===== config.mk =====
export PLATFORM = sky130hd
export DESIGN_NAME = mem_sram_responder
export DESIGN_NICKNAME = d
export VERILOG_FILES = /design/src/rtl/mem_sram_responder.sv
export SDC_FILE = /design/constraint.sdc
export NUM_CORES = 1
export LEC_CHECK = 0
export CORE_AREA = 2 2 140 142
export CTS_BUF_LIST = sky130_fd_sc_hd__clkbuf_8
export DETAILED_ROUTE_END_ITERATION = 7
export DIE_AREA = 0 0 142 144
export GPL_TIMING_DRIVEN = 1
export SLEW_MARGIN = 10
export SYNTH_ARGS = -nofsm -noshare
export SYNTH_HDL_FRONTEND = slang
export SYNTH_SLANG_ARGS = --single-unit

===== constraint.sdc =====
create_clock -name clk_i -period 2.5 [get_ports clk_i]
set_input_delay 0.5 -clock clk_i [delete_from_list [all_inputs] [get_ports clk_i]]
set_output_delay 0.5 -clock clk_i [all_outputs]
set_load 0.02 [all_outputs]

===== src/rtl/mem_sram_responder.sv =====
// Memory-side endpoint of the generic req/gnt memory interface. It fronts a
// single-port SRAM macro and returns fixed-latency, in-order responses.
module mem_sram_responder #(
  parameter int unsigned ADDRESS_SIZE    = 64,
  parameter int unsigned DATA_WIDTH      = 64,
  parameter int unsigned SRAM_WORDS      = 1024,
  parameter int unsigned LATENCY         = 2,
  parameter int unsigned MAX_OUTSTANDING = 4
) (
  input  logic                          clk_i,
  input  logic                          rst_i,
  input  logic [ADDRESS_SIZE-1:0]       address_i,
  input  logic [DATA_WIDTH-1:0]         data_wdata_i,
  input  logic                          data_req_i,
  input  logic                          data_we_i,
  input  logic [DATA_WIDTH/8-1:0]       data_be_i,
  output logic                          data_gnt_o,
  output logic                          data_rvalid_o,
  output logic [DATA_WIDTH-1:0]         data_rdata_o,
  output logic                          data_err_o,
  input  logic                          stall_i,
  output logic                          sram_req_o,
  output logic                          sram_we_o,
  output logic [$clog2(SRAM_WORDS)-1:0] sram_addr_o,
  output logic [DATA_WIDTH-1:0]         sram_wdata_o,
  output logic [DATA_WIDTH/8-1:0]       sram_be_o,
  input  logic [DATA_WIDTH-1:0]         sram_rdata_i
);

  localparam int unsigned BE_W    = DATA_WIDTH / 8;
  localparam int unsigned OFF_W   = $clog2(BE_W);
  localparam int unsigned SRAM_AW = $clog2(SRAM_WORDS);
  localparam int unsigned CNT_W   = $clog2(MAX_OUTSTANDING) + 1;

  logic [ADDRESS_SIZE-1:0] word_idx;
  logic                    in_range;
  logic                    rvalid;
  logic [CNT_W-1:0]        out_cnt_q;
  logic [CNT_W-1:0]        out_cnt_d;
  logic [LATENCY-1:0]      valid_q;
  logic [LATENCY-1:0]      read_q;
  logic [LATENCY-1:0]      err_q;
  logic [DATA_WIDTH-1:0]   pipe_rdata;

  // Byte address to word index; anything beyond the SRAM depth is an error.
  assign word_idx = address_i >> OFF_W;
  assign in_range = (word_idx >> SRAM_AW) == '0;

  // Responses are suppressed while in reset so in-flight entries vanish.
  assign rvalid = valid_q[LATENCY-1] & ~rst_i;

  // A retiring response frees its slot for a same-cycle grant.
  always_comb begin
    data_gnt_o = 1'b0;
    if (data_req_i && !stall_i && !rst_i &&
        ((out_cnt_q < CNT_W'(MAX_OUTSTANDING)) || rvalid)) begin
      data_gnt_o = 1'b1;
    end
  end

  assign sram_req_o   = data_gnt_o & in_range;
  assign sram_we_o    = data_we_i;
  assign sram_addr_o  = word_idx[SRAM_AW-1:0];
  assign sram_wdata_o = data_wdata_i;
  assign sram_be_o    = data_be_i;

  always_comb begin
    out_cnt_d = out_cnt_q;
    if (data_gnt_o && !rvalid) begin
      out_cnt_d = out_cnt_q + CNT_W'(1);
    end else if (!data_gnt_o && rvalid) begin
      out_cnt_d = out_cnt_q - CNT_W'(1);
    end
  end

  // Per-grant response tags travel LATENCY stages.
  always_ff @(posedge clk_i) begin
    if (rst_i) begin
      out_cnt_q <= '0;
      valid_q   <= '0;
      read_q    <= '0;
      err_q     <= '0;
    end else begin
      out_cnt_q  <= out_cnt_d;
      valid_q[0] <= data_gnt_o;
      read_q[0]  <= ~data_we_i;
      err_q[0]   <= ~in_range;
      for (int unsigned i = 1; i < LATENCY; i++) begin
        valid_q[i] <= valid_q[i-1];
        read_q[i]  <= read_q[i-1];
        err_q[i]   <= err_q[i-1];
      end
    end
  end

  // SRAM data arrives one cycle after the grant and rides the remaining stages.
  generate
    if (LATENCY == 1) begin : g_lat1
      assign pipe_rdata = sram_rdata_i;
    end else begin : g_latn
      logic [DATA_WIDTH-1:0] rdata_q [LATENCY-1];
      always_ff @(posedge clk_i) begin
        if (valid_q[0] && read_q[0]) begin
          rdata_q[0] <= sram_rdata_i;
        end
        for (int unsigned i = 1; i < LATENCY - 1; i++) begin
          rdata_q[i] <= rdata_q[i-1];
        end
      end
      assign pipe_rdata = rdata_q[LATENCY-2];
    end
  endgenerate

  assign data_rvalid_o = rvalid;
  assign data_err_o    = rvalid & err_q[LATENCY-1];
  assign data_rdata_o  = (rvalid && read_q[LATENCY-1] && !err_q[LATENCY-1]) ?
                         pipe_rdata : '0;

endmodule


# [Word-level counts from Yosys, hierarchy flattened]
# Memory sizes are Yosys's and may differ from the RTL's.
# Index checks and enable logic that the tools add are counted.
[totals] ff_bits=9 latch_bits=0 ram_bits=64 mem_bits_ro=0 inputBits=205 output_inout_bits=151 word_cells=36 memories=1
[op_classes] n_addsub=2 mul=0 div=0 n_lt_le_gt_ge=1 eq_ne=0 n_shift=0 n_mux=6 n_bitwise=6 reduce_logical=16
[memory_table] memory="g_latn.rdata_q" depth=1 word_bits=64 read_ports=1 rd_ports_with_merged_regs=0 write_ports=1 line="101" text="logic [DATA_WIDTH-1:0] rdata_q [LATENCY-1];"
[ops] cell="logical NOT 64 bit" count=1
[ops] cell="2-to-1 mux 64 bit" count=1
[ops] cell="logical AND 1 bit" count=8
[ops] cell="2-to-1 mux 3 bit" count=2
[ops] cell="logical NOT 1 bit" count=5
[ops] cell="adder 3 x 1 -> 3 bit, second input constant" count=1
[ops] cell="bitwise AND 1 bit" count=3
[ops] cell="less-than comparator 3 bit, second input constant" count=1
[ops] cell="2-to-1 mux 1 bit" count=3
[ops] cell="inverter 1 bit" count=3
[ops] cell="subtractor 3 x 1 -> 3 bit, second input constant" count=1
[ops] cell="nonzero test 2 bit" count=1
[ops] cell="logical OR 1 bit" count=1

# [Logic depth before layout (Yosys ltp)]
# Gate-level depths: netlist of run 1.
[depth] ltp_word=9 depth_mapped=8 ltp_nobuf=8

# [Worst setup path before layout of run 1]
# Ideal clock, no wire load.
[synth_path] kind="input -> register" start="in rst_i" end="reg out_cnt_q[2]" setup_ps=71 arrival_ps=2913 required_time_ps=2429 slack_ps=-484 cell_stages=8 n_path_buf=1 path_cell_list="clkbuf_1 nor4b_1 ha_1 inv_1 fa_1 xor2_1 or3_1 a21oi_1"
[synth_via] elab_chain_cells=8 word_cells_on_any_way=13 cone_classes="2 x mux; 2 x bitwise; 9 x reduce/logical"
[synth_rtl] element="start, declared" line="11" text="input logic rst_i,"
[synth_rtl] element="inverter 1 bit" line="50" text="assign rvalid = valid_q[LATENCY-1] & ~rst_i;"
[synth_rtl] element="bitwise AND 1 bit" line="50"
[synth_rtl] element="logical OR 1 bit" line="56" text="((out_cnt_q < CNT_W'(MAX_OUTSTANDING)) || rvalid)) begin"
[synth_rtl] element="logical AND 1 bit (*)" line="55" text="if (data_req_i && !stall_i && !rst_i &&"
[synth_rtl] element="2-to-1 mux 1 bit (*)" line="55"
[synth_rtl] element="net data_gnt_o" line="17" text="output logic data_gnt_o,"
[synth_rtl] element="logical NOT 1 bit" line="71" text="end else if (!data_gnt_o && rvalid) begin"
[synth_rtl] element="logical AND 1 bit" line="71"
[synth_rtl] element="nonzero test 2 bit (no source line)"
[synth_rtl] element="end signal, assigned" line="84" text="out_cnt_q <= out_cnt_d;"
[synth_rtl] element="end, declared" line="38" text="logic [CNT_W-1:0] out_cnt_q;"
# The timed path passes the listed nets; every way through them passes the cells marked *.
# A chain may end at the register's enable or synchronous reset.

# [Worst setup path in the final report of run 1]
[layout_path] start="in address_i[25]" end="out sram_req_o"
[layout_via] elab_chain_cells=2
[layout_rtl] element="start, declared" line="12" text="input logic [ADDRESS_SIZE-1:0] address_i,"
[layout_rtl] element="logical NOT 64 bit" line="47" text="assign in_range = (word_idx >> SRAM_AW) == '0;"
[layout_rtl] element="bitwise AND 1 bit" line="61" text="assign sram_req_o = data_gnt_o & in_range;"
[layout_rtl] element="end, declared" line="22" text="output logic sram_req_o,"
# No other way between the ends.

==> run_results.csv, run 1 <==
group,metric,value,unit
worst_setup_path,worstPathRequired,2000,ps
global_route,grt_pass1_wl,13.1,mm
floorplan,die_w,142,um
detailed_routing,drcViolationCount,0,
floorplan,start_util,0.182,
logic_synthesis,ys_seq_area_frac,0.606,
global_route,grt_max_degree,44,
worst_setup_path,worst-path-max-fanout,2,
logic_synthesis,yosys_warnings,0,
clock_network,cts-buffers-inserted,9,
hold_path,hold_path_depth,1,
clock_network,clock_latency,340,ps
sta,fmax,0.385,GHz
sta,setup_viol_count_final,1,
status,failed_checks,"negative setup slack",
layout,layout_commonest_cell,"clkdlybuf4s50_1",
layout,finalNetCount,598,
logic_synthesis,syn_area,0.00347,sq mm
global_route,antenna_found_initial,0,
logic_synthesis,syn_inst,270,
detailed_routing,drt_iter0_markers,80,
layout,final_util,0.267,
clock_network,cts_sinks,73,
pwr,p_leak,2.01,nW
sta,drv_slew,0,
hold_path,hold_end,"err_q[1]$_SDFF_PP0_",
placement,gp_congestion,0.766,
run,drv_cap,0,
layout,insertedDiodeCount,0,
detailed_routing,avgRoutedWirePerCell,15.0,um
clock_network,clkTransAtPathRegs,80,ps
worst_setup_path,arrival,2090,ps
worst_setup_path,reg2reg_slack,480,ps
worst_setup_path,reg2reg_to,"out_cnt_q[2]$_SDFFE_PP0P_",
floorplan,coreArea,0.0191,sq mm
global_route,grtUsageTotal,0.0861,
global_route,grt_util_met2,0.151,
sta,hold_slack,462,ps
worst_setup_path,critPathKind,"in2out",
logic_synthesis,avgSynthCellArea,12.8,sq um
clock_network,cts_tree,"done",
sta,tns,-94.2,ps
status,status,"finished with violations",
hold_path,hp-start,"err_q[0]$_SDFF_PP0_",
logic_synthesis,ys_types,25,
global_route,met3_usage,0.0543,
layout,area_delta_synth_final,47.0,%
detailed_routing,drt.antenna.violating_nets,0,
layout,layout-drive-gt1-share,0.260,
sta,hold_viol_final,0,
pwr,p_per_area,531,mW/mm^2
worst_setup_path,crit_path_start_kind,"primary input",
placement,pre_cts_slack,-547,ps
global_route,grtUsageMet1,0.0790,
clock_network,h-tree-depth,3,
sta,finClkSkew,6.61,ps
floorplan,die_y,144,um
worst_setup_path,r2r_start,"valid_q[1]$_SDFF_PP0_",
detailed_routing,first_pass_iters,4,
logic_synthesis,synth_seq_cells,73,
floorplan,num_io_pins,356,
layout,fillCellCount,1976,
logic_synthesis,synth_fp_nets,477,
clock_network,hold_buffers,0,
sta,fin_crit,2590,ps
floorplan,dieArea,0.0204,sq mm
global_route,top_usage_layer,"met2",
hold_path,hold_class,"reg2reg",
layout,multiInputGateArea,747,sq um
detailed_routing,avgViaCountPerCell,3.70,
worst_setup_path,cp-end-kind,"primary output",
clock_network,ctsLongestPathBuffers,2,
sta,fin_ws,-94.2,ps
layout,layout_common_cells,"clkdlybuf4s50_1 (120), and2_1 (66), edfxtp_1 (64)",
placement,placed_area,0.00509,sq mm
pwr,ir_worst_vdd,0.000238,V
sta,relSlewSlack,0.629,
sta,tightest_slew,556,ps
sta,fin_crit_sh,1.04,
clock_network,clockRootBuffer,"clkbuf_8",
worst_setup_path,crit_start,"address_i[25]",
worst_setup_path,r2r_cells,8,
detailed_routing,wirelength,9.53,mm
global_route,grt_pass1_vias,2414,
placement,portBuffers,188,
floorplan,rows,51,
detailed_routing,routed-via-count,2348,
layout,register_area,0.00210,sq mm
global_route,gr-total-overflow,0,
sta,rsz0062_at_grt,"yes",
layout,design_area,0.00509,sq mm
placement,dp_hpwl,7.28,mm
[metrics by stage]
stage | cells | power (W)
global placement | 614 | 0.00162
detailed placement | 614 | 0.00163
floorplan | 270 | 0.00161
global route | 634 | 0.00282
CTS | 633 | 0.00275
finish | 634 | 0.00270
[per-layer routing]
| metal | vias to the layer above | share of wire |
|---|---|---|
| li1 | 1071 | - |
| met1 | 1037 | 0.34 |
| met2 | 217 | 0.50 |
| met3 | 23 | 0.14 |
| met4 | 0 | 0.025 |
| met5 | - | 0 |
[worst max-delay path: stages]
cell             delay, ps
clkdlybuf4s50_1        400
nor4_1                 370
nand4_1                160
nor4_2                 350
and2_1                 170
buf_4                  140
[area by class of cell]
type,instances,share of cell area
flip-flops and latches,73,0.413
inverters,2,0.00147
repair buffers,200,0.335
clock inverters,7,0.0219
clock buffers,9,0.0243
multi-input cells,105,0.147
well taps,238,0.0585
[cell usage after synthesis]
cell / n / area share
nor2_1: 4 / 0.0043
nor4b_1: 2 / 0.0051
nand4_1: 2 / 0.0036
nand2b_4: 1 / 0.0040
xor2_1: 2 / 0.0051
ha_1: 1 / 0.0036
fa_1: 1 / 0.0058
buf_4: 83 / 0.18
a21oi_1: 1 / 0.0014
clkbuf_1: 1 / 0.0011
edfxtp_1: 64 / 0.55
dfxtp_1: 9 / 0.052
nand2_1: 1 / 0.0011
inv_1: 2 / 0.0022
nand3_1: 1 / 0.0014
nor2b_1: 4 / 0.0072
or3_1: 1 / 0.0018
clkbuf_2: 6 / 0.0087
and2_1: 67 / 0.12
nor4_1: 12 / 0.022
nor4_2: 1 / 0.0036
mux2i_1: 1 / 0.0029
o21ai_0: 1 / 0.0014
nor3_1: 1 / 0.0014
nor3b_4: 1 / 0.0054
[report_power, final]
group / internal [W] / switching, W
sequential: 0.00134 / 0.00000765
clock: 0.000658 / 0.000440
combinational: 0.000188 / 0.0000645
[worst max-delay path by stage]
stage	to	slack, ps	depth (start not counted)
after floorplan	out_cnt_q[2]$_SDFFE_PP0P_	40	8
after global placement	sram_req_o	-540	6
after detailed placement	sram_req_o	-550	6
after CTS	sram_req_o	-150	6
after global routing	sram_req_o	-200	6
final	sram_req_o	-90	6
[kinds of logic (layout without fill, tap and decap cells)]
kind of cell,Yosys count,after routing,share of synthesized area
AOI/OAI and AO/OA,2,2,0.00289
xor gates and xnor gates,2,2,0.00506
adders and majority gates,2,2,0.00939
buffers and inverters,92,218,0.192
DFF,73,73,0.606
muxes,1,1,0.00289
and+or+nand+nor,98,98,0.182
[repair_timing]
item	4_1_cts	5_1_grt
endpoints found under the hold margin	0	0
endpoints found under the setup margin	66	45
gates cloned	1	0
gates resized for setup	226	50
pin swaps	2	6
setup buffers	2	1
[flip-flops by register name, indices dropped and copies added (netlist names)]
register        cells
valid_q             2
out_cnt_q           3
g_latn.rdata_q     64
err_q               2
read_q              2
No activity file was read; power rests on OpenSTA's default activity.
==> run 2, diff against run 1 <==
CTS_CLUSTER_SIZE = 14   (was unset)
==> results of run 2 <==
Final layout, timing and power as in run 1 (identical DEF).
